File: src/rtl/v2c_cmd_pkg.sv
// rtl/v2c_cmd_pkg.sv - shared types and packing helpers for the v2c command sequencer
//
// Purpose : mailbox op encoding, sequencer FSM states, the queued command
//           record and the write-data / response packing rules.
// Ports   : none (package)
package v2c_cmd_pkg;

   // Widest address a queued command record can carry; the top truncates to ADDR_W.
   localparam int V2C_ADDR_MAX = 64;

   typedef enum logic [1:0] {
      V2C_W64_64 = 2'd0,
      V2C_R64_64 = 2'd1,
      V2C_W32_64 = 2'd2,
      V2C_R32_64 = 2'd3
   } v2c_op_e;

   typedef enum logic [1:0] {
      ST_IDLE = 2'd0,
      ST_GAP  = 2'd1,
      ST_REQ  = 2'd2,
      ST_RSP  = 2'd3
   } v2c_state_e;

   typedef struct packed {
      v2c_op_e                 op;
      logic [V2C_ADDR_MAX-1:0] adr;
      logic [63:0]             p0;
      logic [31:0]             p1;
   } v2c_cmd_t;

   typedef struct packed {
      logic [63:0] p0;
      logic [31:0] p1;
   } v2c_rsp_t;

   function automatic logic is_write(input v2c_op_e op);
      return (op == V2C_W64_64) || (op == V2C_W32_64);
   endfunction

   // WRITE32_64 carries its upper word in p0[31:0] and its lower word in p1.
   function automatic logic [63:0] pack_wdata(input v2c_op_e op, input logic [63:0] p0,
                                              input logic [31:0] p1);
      logic [63:0] w;
      case (op)
         V2C_W64_64: w = p0;
         V2C_W32_64: w = {p0[31:0], p1};
         default:    w = 64'h0;
      endcase
      return w;
   endfunction

   // READ32_64 splits the 64-bit read across p0 (upper, zero-extended) and p1 (lower).
   function automatic v2c_rsp_t pack_rsp(input v2c_op_e op, input logic [63:0] rdata);
      v2c_rsp_t r;
      r = '0;
      case (op)
         V2C_R64_64: r.p0 = rdata;
         V2C_R32_64: begin
            r.p0 = {32'h0, rdata[63:32]};
            r.p1 = rdata[31:0];
         end
         default: r = '0;
      endcase
      return r;
   endfunction

endpackage

File: src/rtl/v2c_cmd_fifo.sv
// rtl/v2c_cmd_fifo.sv - DEPTH-entry synchronous command FIFO with registered flags
//
// Purpose : holds accepted commands until the sequencer completes them.
// Ports   : clk, reset_n (async active-low)
//           push/wdata  - write side (ignored while full)
//           pop/rdata   - read side, rdata is the current head (ignored while empty)
//           full, empty, level - registered occupancy status
module v2c_cmd_fifo #(
   parameter int DEPTH = 4,
   parameter int WIDTH = 8
) (
   input  logic                   clk,
   input  logic                   reset_n,
   input  logic                   push,
   input  logic [WIDTH-1:0]       wdata,
   input  logic                   pop,
   output logic [WIDTH-1:0]       rdata,
   output logic                   full,
   output logic                   empty,
   output logic [$clog2(DEPTH):0] level
);

   localparam int AW = $clog2(DEPTH);
   localparam int LW = AW + 1;

   logic [WIDTH-1:0] mem [DEPTH];
   logic [AW-1:0]    wr_ptr;
   logic [AW-1:0]    rd_ptr;
   logic             do_push;
   logic             do_pop;
   logic [LW-1:0]    level_nxt;

   always_comb begin
      do_push   = push && !full;
      do_pop    = pop && !empty;
      level_nxt = level + LW'(do_push) - LW'(do_pop);
   end

   assign rdata = mem[rd_ptr];

   always_ff @(posedge clk or negedge reset_n) begin
      if (!reset_n) begin
         wr_ptr <= '0;
         rd_ptr <= '0;
         level  <= '0;
         full   <= 1'b0;
         empty  <= 1'b1;
      end else begin
         if (do_push) wr_ptr <= wr_ptr + 1'b1;
         if (do_pop)  rd_ptr <= rd_ptr + 1'b1;
         level <= level_nxt;
         full  <= (level_nxt == LW'(DEPTH));
         empty <= (level_nxt == '0);
      end
   end

   // Storage needs no reset: entries are only read after being written.
   always_ff @(posedge clk) begin
      if (do_push) mem[wr_ptr] <= wdata;
   end

endmodule

File: src/rtl/v2c_cmd_sequencer.sv
// rtl/v2c_cmd_sequencer.sv - serializes mailbox commands onto a single req/ack memory port
//
// Purpose : queues WRITE64_64/READ64_64/WRITE32_64/READ32_64 commands, inserts
//           ipc_delay idle cycles before each request, issues one request at a
//           time and returns a p0/p1 response.
// Ports   : clk, reset_n (async active-low)
//           cmd_*      - command input handshake and fields
//           ipc_delay  - gap inserted before each request, sampled on IDLE exit
//           mem_*      - executor request/ack port
//           rsp_*      - response handshake and fields
//           fifo_level, busy, err_spur_ack - status
module v2c_cmd_sequencer
   import v2c_cmd_pkg::*;
#(
   parameter int DEPTH  = 4,
   parameter int ADDR_W = 32,
   parameter int DLY_W  = 16
) (
   input  logic                   clk,
   input  logic                   reset_n,
   input  logic                   cmd_valid,
   output logic                   cmd_ready,
   input  logic [1:0]             cmd_op,
   input  logic [ADDR_W-1:0]      cmd_adr,
   input  logic [63:0]            cmd_p0,
   input  logic [31:0]            cmd_p1,
   input  logic [DLY_W-1:0]       ipc_delay,
   output logic                   mem_req,
   output logic                   mem_we,
   output logic [ADDR_W-1:0]      mem_adr,
   output logic [63:0]            mem_wdata,
   input  logic                   mem_ack,
   input  logic [63:0]            mem_rdata,
   output logic                   rsp_valid,
   input  logic                   rsp_ready,
   output logic [1:0]             rsp_op,
   output logic [63:0]            rsp_p0,
   output logic [31:0]            rsp_p1,
   output logic [$clog2(DEPTH):0] fifo_level,
   output logic                   busy,
   output logic                   err_spur_ack
);

   localparam int LW = $clog2(DEPTH) + 1;

   v2c_cmd_t          cmd_in;
   v2c_cmd_t          head;
   logic              fifo_full;
   logic              fifo_empty;
   logic              push;
   logic              pop;
   v2c_state_e        state_q, state_d;
   logic [DLY_W-1:0]  gap_q, gap_d;
   logic              launch;
   v2c_rsp_t          rsp_pk;
   logic              mem_req_d, mem_we_d;
   logic [ADDR_W-1:0] mem_adr_d;
   logic [63:0]       mem_wdata_d;
   logic              rsp_valid_d;
   logic [1:0]        rsp_op_d;
   logic [63:0]       rsp_p0_d;
   logic [31:0]       rsp_p1_d;
   logic [LW-1:0]     level_nxt;
   logic              busy_d;

   assign cmd_ready = !fifo_full;
   assign push      = cmd_valid && !fifo_full;

   always_comb begin
      cmd_in.op  = v2c_op_e'(cmd_op);
      cmd_in.adr = V2C_ADDR_MAX'(cmd_adr);
      cmd_in.p0  = cmd_p0;
      cmd_in.p1  = cmd_p1;
   end

   v2c_cmd_fifo #(
      .DEPTH (DEPTH),
      .WIDTH ($bits(v2c_cmd_t))
   ) u_fifo (
      .clk     (clk),
      .reset_n (reset_n),
      .push    (push),
      .wdata   (cmd_in),
      .pop     (pop),
      .rdata   (head),
      .full    (fifo_full),
      .empty   (fifo_empty),
      .level   (fifo_level)
   );

   // Every output is registered, so this process computes next-cycle values.
   always_comb begin
      state_d     = state_q;
      gap_d       = gap_q;
      launch      = 1'b0;
      pop         = 1'b0;
      mem_req_d   = mem_req;
      mem_we_d    = mem_we;
      mem_adr_d   = mem_adr;
      mem_wdata_d = mem_wdata;
      rsp_valid_d = rsp_valid;
      rsp_op_d    = rsp_op;
      rsp_p0_d    = rsp_p0;
      rsp_p1_d    = rsp_p1;
      rsp_pk      = pack_rsp(head.op, mem_rdata);

      case (state_q)
         ST_IDLE: begin
            if (!fifo_empty) begin
               if (ipc_delay == '0) begin
                  launch = 1'b1;
               end else begin
                  gap_d   = ipc_delay;
                  state_d = ST_GAP;
               end
            end
         end
         ST_GAP: begin
            if (gap_q == DLY_W'(1)) launch = 1'b1;
            else                    gap_d  = gap_q - 1'b1;
         end
         ST_REQ: begin
            if (mem_ack) begin
               pop         = 1'b1;
               mem_req_d   = 1'b0;
               rsp_valid_d = 1'b1;
               rsp_op_d    = head.op;
               rsp_p0_d    = rsp_pk.p0;
               rsp_p1_d    = rsp_pk.p1;
               state_d     = ST_RSP;
            end
         end
         ST_RSP: begin
            if (rsp_ready) begin
               rsp_valid_d = 1'b0;
               state_d     = ST_IDLE;
            end
         end
         default: state_d = ST_IDLE;
      endcase

      // The head entry is stable from IDLE exit until its ack, so it can be latched here.
      if (launch) begin
         state_d     = ST_REQ;
         mem_req_d   = 1'b1;
         mem_we_d    = is_write(head.op);
         mem_adr_d   = ADDR_W'(head.adr);
         mem_wdata_d = pack_wdata(head.op, head.p0, head.p1);
      end

      level_nxt = fifo_level + LW'(push) - LW'(pop);
      busy_d    = (level_nxt != '0) || (state_d != ST_IDLE);
   end

   always_ff @(posedge clk or negedge reset_n) begin
      if (!reset_n) begin
         state_q      <= ST_IDLE;
         gap_q        <= '0;
         mem_req      <= 1'b0;
         mem_we       <= 1'b0;
         mem_adr      <= '0;
         mem_wdata    <= '0;
         rsp_valid    <= 1'b0;
         rsp_op       <= '0;
         rsp_p0       <= '0;
         rsp_p1       <= '0;
         busy         <= 1'b0;
         err_spur_ack <= 1'b0;
      end else begin
         state_q      <= state_d;
         gap_q        <= gap_d;
         mem_req      <= mem_req_d;
         mem_we       <= mem_we_d;
         mem_adr      <= mem_adr_d;
         mem_wdata    <= mem_wdata_d;
         rsp_valid    <= rsp_valid_d;
         rsp_op       <= rsp_op_d;
         rsp_p0       <= rsp_p0_d;
         rsp_p1       <= rsp_p1_d;
         busy         <= busy_d;
         err_spur_ack <= err_spur_ack || (mem_ack && (state_q != ST_REQ));
      end
   end

endmodule

File: config.mk
export PLATFORM = sky130hd
export DESIGN_NAME = v2c_cmd_sequencer
export DESIGN_NICKNAME = d
export VERILOG_FILES = /design/src/rtl/v2c_cmd_pkg.sv /design/src/rtl/v2c_cmd_fifo.sv /design/src/rtl/v2c_cmd_sequencer.sv
export SDC_FILE = /design/constraint.sdc
export NUM_CORES = 1
export LEC_CHECK = 0
export ABC_AREA = 1
export ABC_CLOCK_PERIOD_IN_PS = 12500
export CAP_MARGIN = 5
export CORE_MARGIN = 3
export CORE_UTILIZATION = 60
export CTS_BUF_LIST = sky130_fd_sc_hd__clkbuf_4 sky130_fd_sc_hd__clkbuf_8 sky130_fd_sc_hd__clkbuf_16
export DETAILED_ROUTE_END_ITERATION = 8
export GPL_TIMING_DRIVEN = 0
export PLACE_DENSITY = 0.82
export SETUP_SLACK_MARGIN = 0.5
export SYNTH_ARGS = -nofsm -noshare
export SYNTH_HDL_FRONTEND = slang
export SYNTH_HIERARCHICAL = 1
export SYNTH_SLANG_ARGS = --single-unit
File: constraint.sdc
create_clock -name clk -period 12.5 [get_ports clk]
set_input_delay 1.25 -clock clk [delete_from_list [all_inputs] [get_ports clk]]
set_output_delay 1.25 -clock clk [all_outputs]
set_load 0.005 [all_outputs]
==> impl_metrics.ini <==
[run_status]
status = completed

[drt]
routed_via_density = 5.938
wl_per_cell_um = 24.08
num_vias = 23970
drc = 0
drt_wl_total_um = 97170
first_pass_iters = 9
drt_first_iter_violations = 3264
final_antenna_net_count = 0

[die]
die_area_um2 = 53820
start_util_pct = 60.96
die_h_um = 232.0
ios = 418
coreArea_um2 = 50270
rows = 82
die_w_um = 232.0

[clock_tree]
ctsLongestPathBuffers = 3
cts.sinks = 746
cts.repair.resized = 0
cts_root_buf = clkbuf_16
path_clk_slew_ns = 0.06
postCtsSetupBuffers = 0
cts_max_level = 3
clock_latency_ns = 0.63
cts_buffers = 74
tritoncts = yes
cts_hold_buf = 0

[setup_path]
reg2reg_slack_ns = 9.04
critPathKind = in2reg
crit_fanout = 11
start_kind = input pin
critPathMaxStageDelay_ns = 0.52
slowest_stage = clkdlybuf4s50_1
rr_startpoint = u_fifo/rd_ptr[0]
cpMostUsedCell = inv_1
required_ns = 13.05
worstPathArrival_ns = 4.29
worst_setup_path_end_kind = register
r2r_cells = 15
crit_chain = clkdlybuf4s50_1 -> nand2_1 -> inv_1 -> buf_2 -> inv_1 -> nor2_1 -> ha_1 -> inv_1 -> ha_1 -> inv_1 -> fa_1 -> inv_1 -> or2_2 -> nor2_1
reg2reg_to = mem_wdata[14]

[logic_synthesis]
synth_area_um2 = 30640
syn_inst = 2768
avgSynthCellArea_um2 = 11.07
yosys_warnings = 6
synth_nets = 2995

[timing]
tightest_slew_ns = 0.7666
drv_slew = 0
finalCritPeriodShare_pct = 29.90
rsz0062_at_grt = no
hold_viol_final = 0
report.final.setup_viol = 0
post-route-min-period_ns = 3.737
clock_skew_ns = 0.02619
slew_headroom_pct = 48.89
fmax_mhz = 267.6
fin_hold_ws_ns = 0.4713

[pwr]
internal_power_mw = 5.217
p_comb_share_pct = 30.0
powerDensity_nw_per_um2 = 205.0
pwr-share-seq_pct = 41.0
swShare_pct = 34.40
power.switching_mw = 2.735
power.share.clock_pct = 29.0
p_total_mw = 7.952
p_leak_nw = 15.60
peakVddDrop_v = 0.0001350

[hold_path]
hp-class = reg2reg
worstHoldEndpoint = mem_adr[20]
holdPathStages = 2
hp-start = mem_adr[20]

[final_layout]
area_growth_pct = 26.55
drive_gt1_share_pct = 7.775
fillers = 3125
multiInputGateArea_um2 = 7965
finish.utilization_pct = 77.14
final_nets = 3510
final-seq-area_um2 = 21270

[place]
place_congestion = 0.9662
portBuffers = 417
dp_hpwl_um = 67730

[global_route]
antenna_found_initial = 21
grt_util_all_layers_pct = 35.52
grt_pass1_wl_um = 142200
grt.overflow.total = 0
grt_max_degree = 92
grt_pass1_vias = 23510

[flow_run]
maxCapViolations = 0
[worst max path at each step]
stage / startpoint / to / slack, ns
4_1_cts: mem_ack / u_fifo/empty / 8.80
3_5_place_dp: mem_ack / u_fifo/empty / 8.15
2_1_floorplan: cmd_valid / u_fifo/mem[0][0] / 4.94
5_1_grt: mem_ack / u_fifo/full / 8.58
6_report: mem_ack / u_fifo/empty / 8.76
3_3_place_gp: cmd_valid / u_fifo/mem[3][58] / -0.04
[per-stage QoR]
stage | setup WS [ns] | instance area (um^2) | TNS (ns) | instances
floorplan | 4.940 | 30640 | 0 | 2768
global placement | -0.03509 | 35660 | -5.023 | 3857
detailed placement | 8.154 | 36170 | 0 | 3879
CTS | 8.796 | 38730 | 0 | 4016
global route | 8.579 | 38770 | 0 | 4031
finish | 8.763 | 38780 | 0 | 4036
[final cells by class]
type	count	share of cell area, %
Antenna cell	20	0.1291
Buffer	173	2.284
Clock buffer	105	5.553
Clock inverter	32	1.045
Inverter	147	1.423
Multi-Input combinational cell	1702	20.54
Sequential cell	746	54.85
Tap cell	672	2.168
Timing Repair Buffer	439	12.01
[sequential cells by signal, indices dropped and copies added (netlist names)]
register       flops
rsp_p1            32
u_fifo/rd_ptr      2
u_fifo/empty       1
busy               1
u_fifo/full        1
u_fifo/mem       520
rsp_p0            64
state_q            2
mem_we             1
err_spur_ack       1
u_fifo/wr_ptr      2
rsp_valid          1
rsp_op             2
mem_wdata         64
mem_req            1
mem_adr           32
gap_q             16
u_fifo/level       3
[placed cells by master (no fill, tap or decap), types with 4 or more instances in the layout]
| cell type | count |
|---|---|
| a21oi_1 | 4 |
| buf_1 | 24 |
| buf_12 | 17 |
| buf_16 | 5 |
| buf_2 | 48 |
| buf_4 | 29 |
| buf_6 | 9 |
| bufinv_16 | 6 |
| clkbuf_1 | 63 |
| clkbuf_16 | 74 |
| clkbuf_4 | 20 |
| clkbuf_8 | 11 |
| clkdlybuf4s50_1 | 416 |
| clkinv_1 | 5 |
| clkinv_2 | 11 |
| clkinv_8 | 4 |
| dfrtp_1 | 225 |
| diode_2 | 20 |
| edfxtp_1 | 520 |
| ha_1 | 10 |
| inv_1 | 142 |
| inv_2 | 4 |
| nand2_1 | 695 |
| nand3_1 | 92 |
| nor2_1 | 304 |
| nor2_4 | 5 |
| o21a_1 | 130 |
| o21ai_0 | 267 |
| o21ai_1 | 80 |
| o22ai_1 | 31 |
| o31ai_1 | 62 |
| or2_2 | 5 |
[power by group through the flow]
stage | clock (mW) | sequential (mW) | combinational (mW)
finish | 2.31 | 3.26 | 2.38
global route | 2.41 | 3.29 | 2.56
CTS | 2.32 | 3.25 | 2.33
detailed placement | 0 | 3.30 | 2.29
global placement | 0 | 3.41 | 2.15
floorplan | 0 | 3.33 | 1.28
[per-layer routing]
layer  track usage [%]  vias up  routed length, um
met2             58.76     1651              47630
met1             44.54    11550              34040
met4             18.90        6               5137
met5                 0        -                 41
li1                  -    10480                  -
met3             7.164      277              10320
[worst max-delay path, delay by kind of cell]
kind | cells | cell delay [ns]
adder cells (fa/ha/maj) | 3 | 0.90
buffers and inverters | 7 | 1.29
AND/OR/NAND/NOR | 4 | 0.83
(Power assumes the default switching activity.)
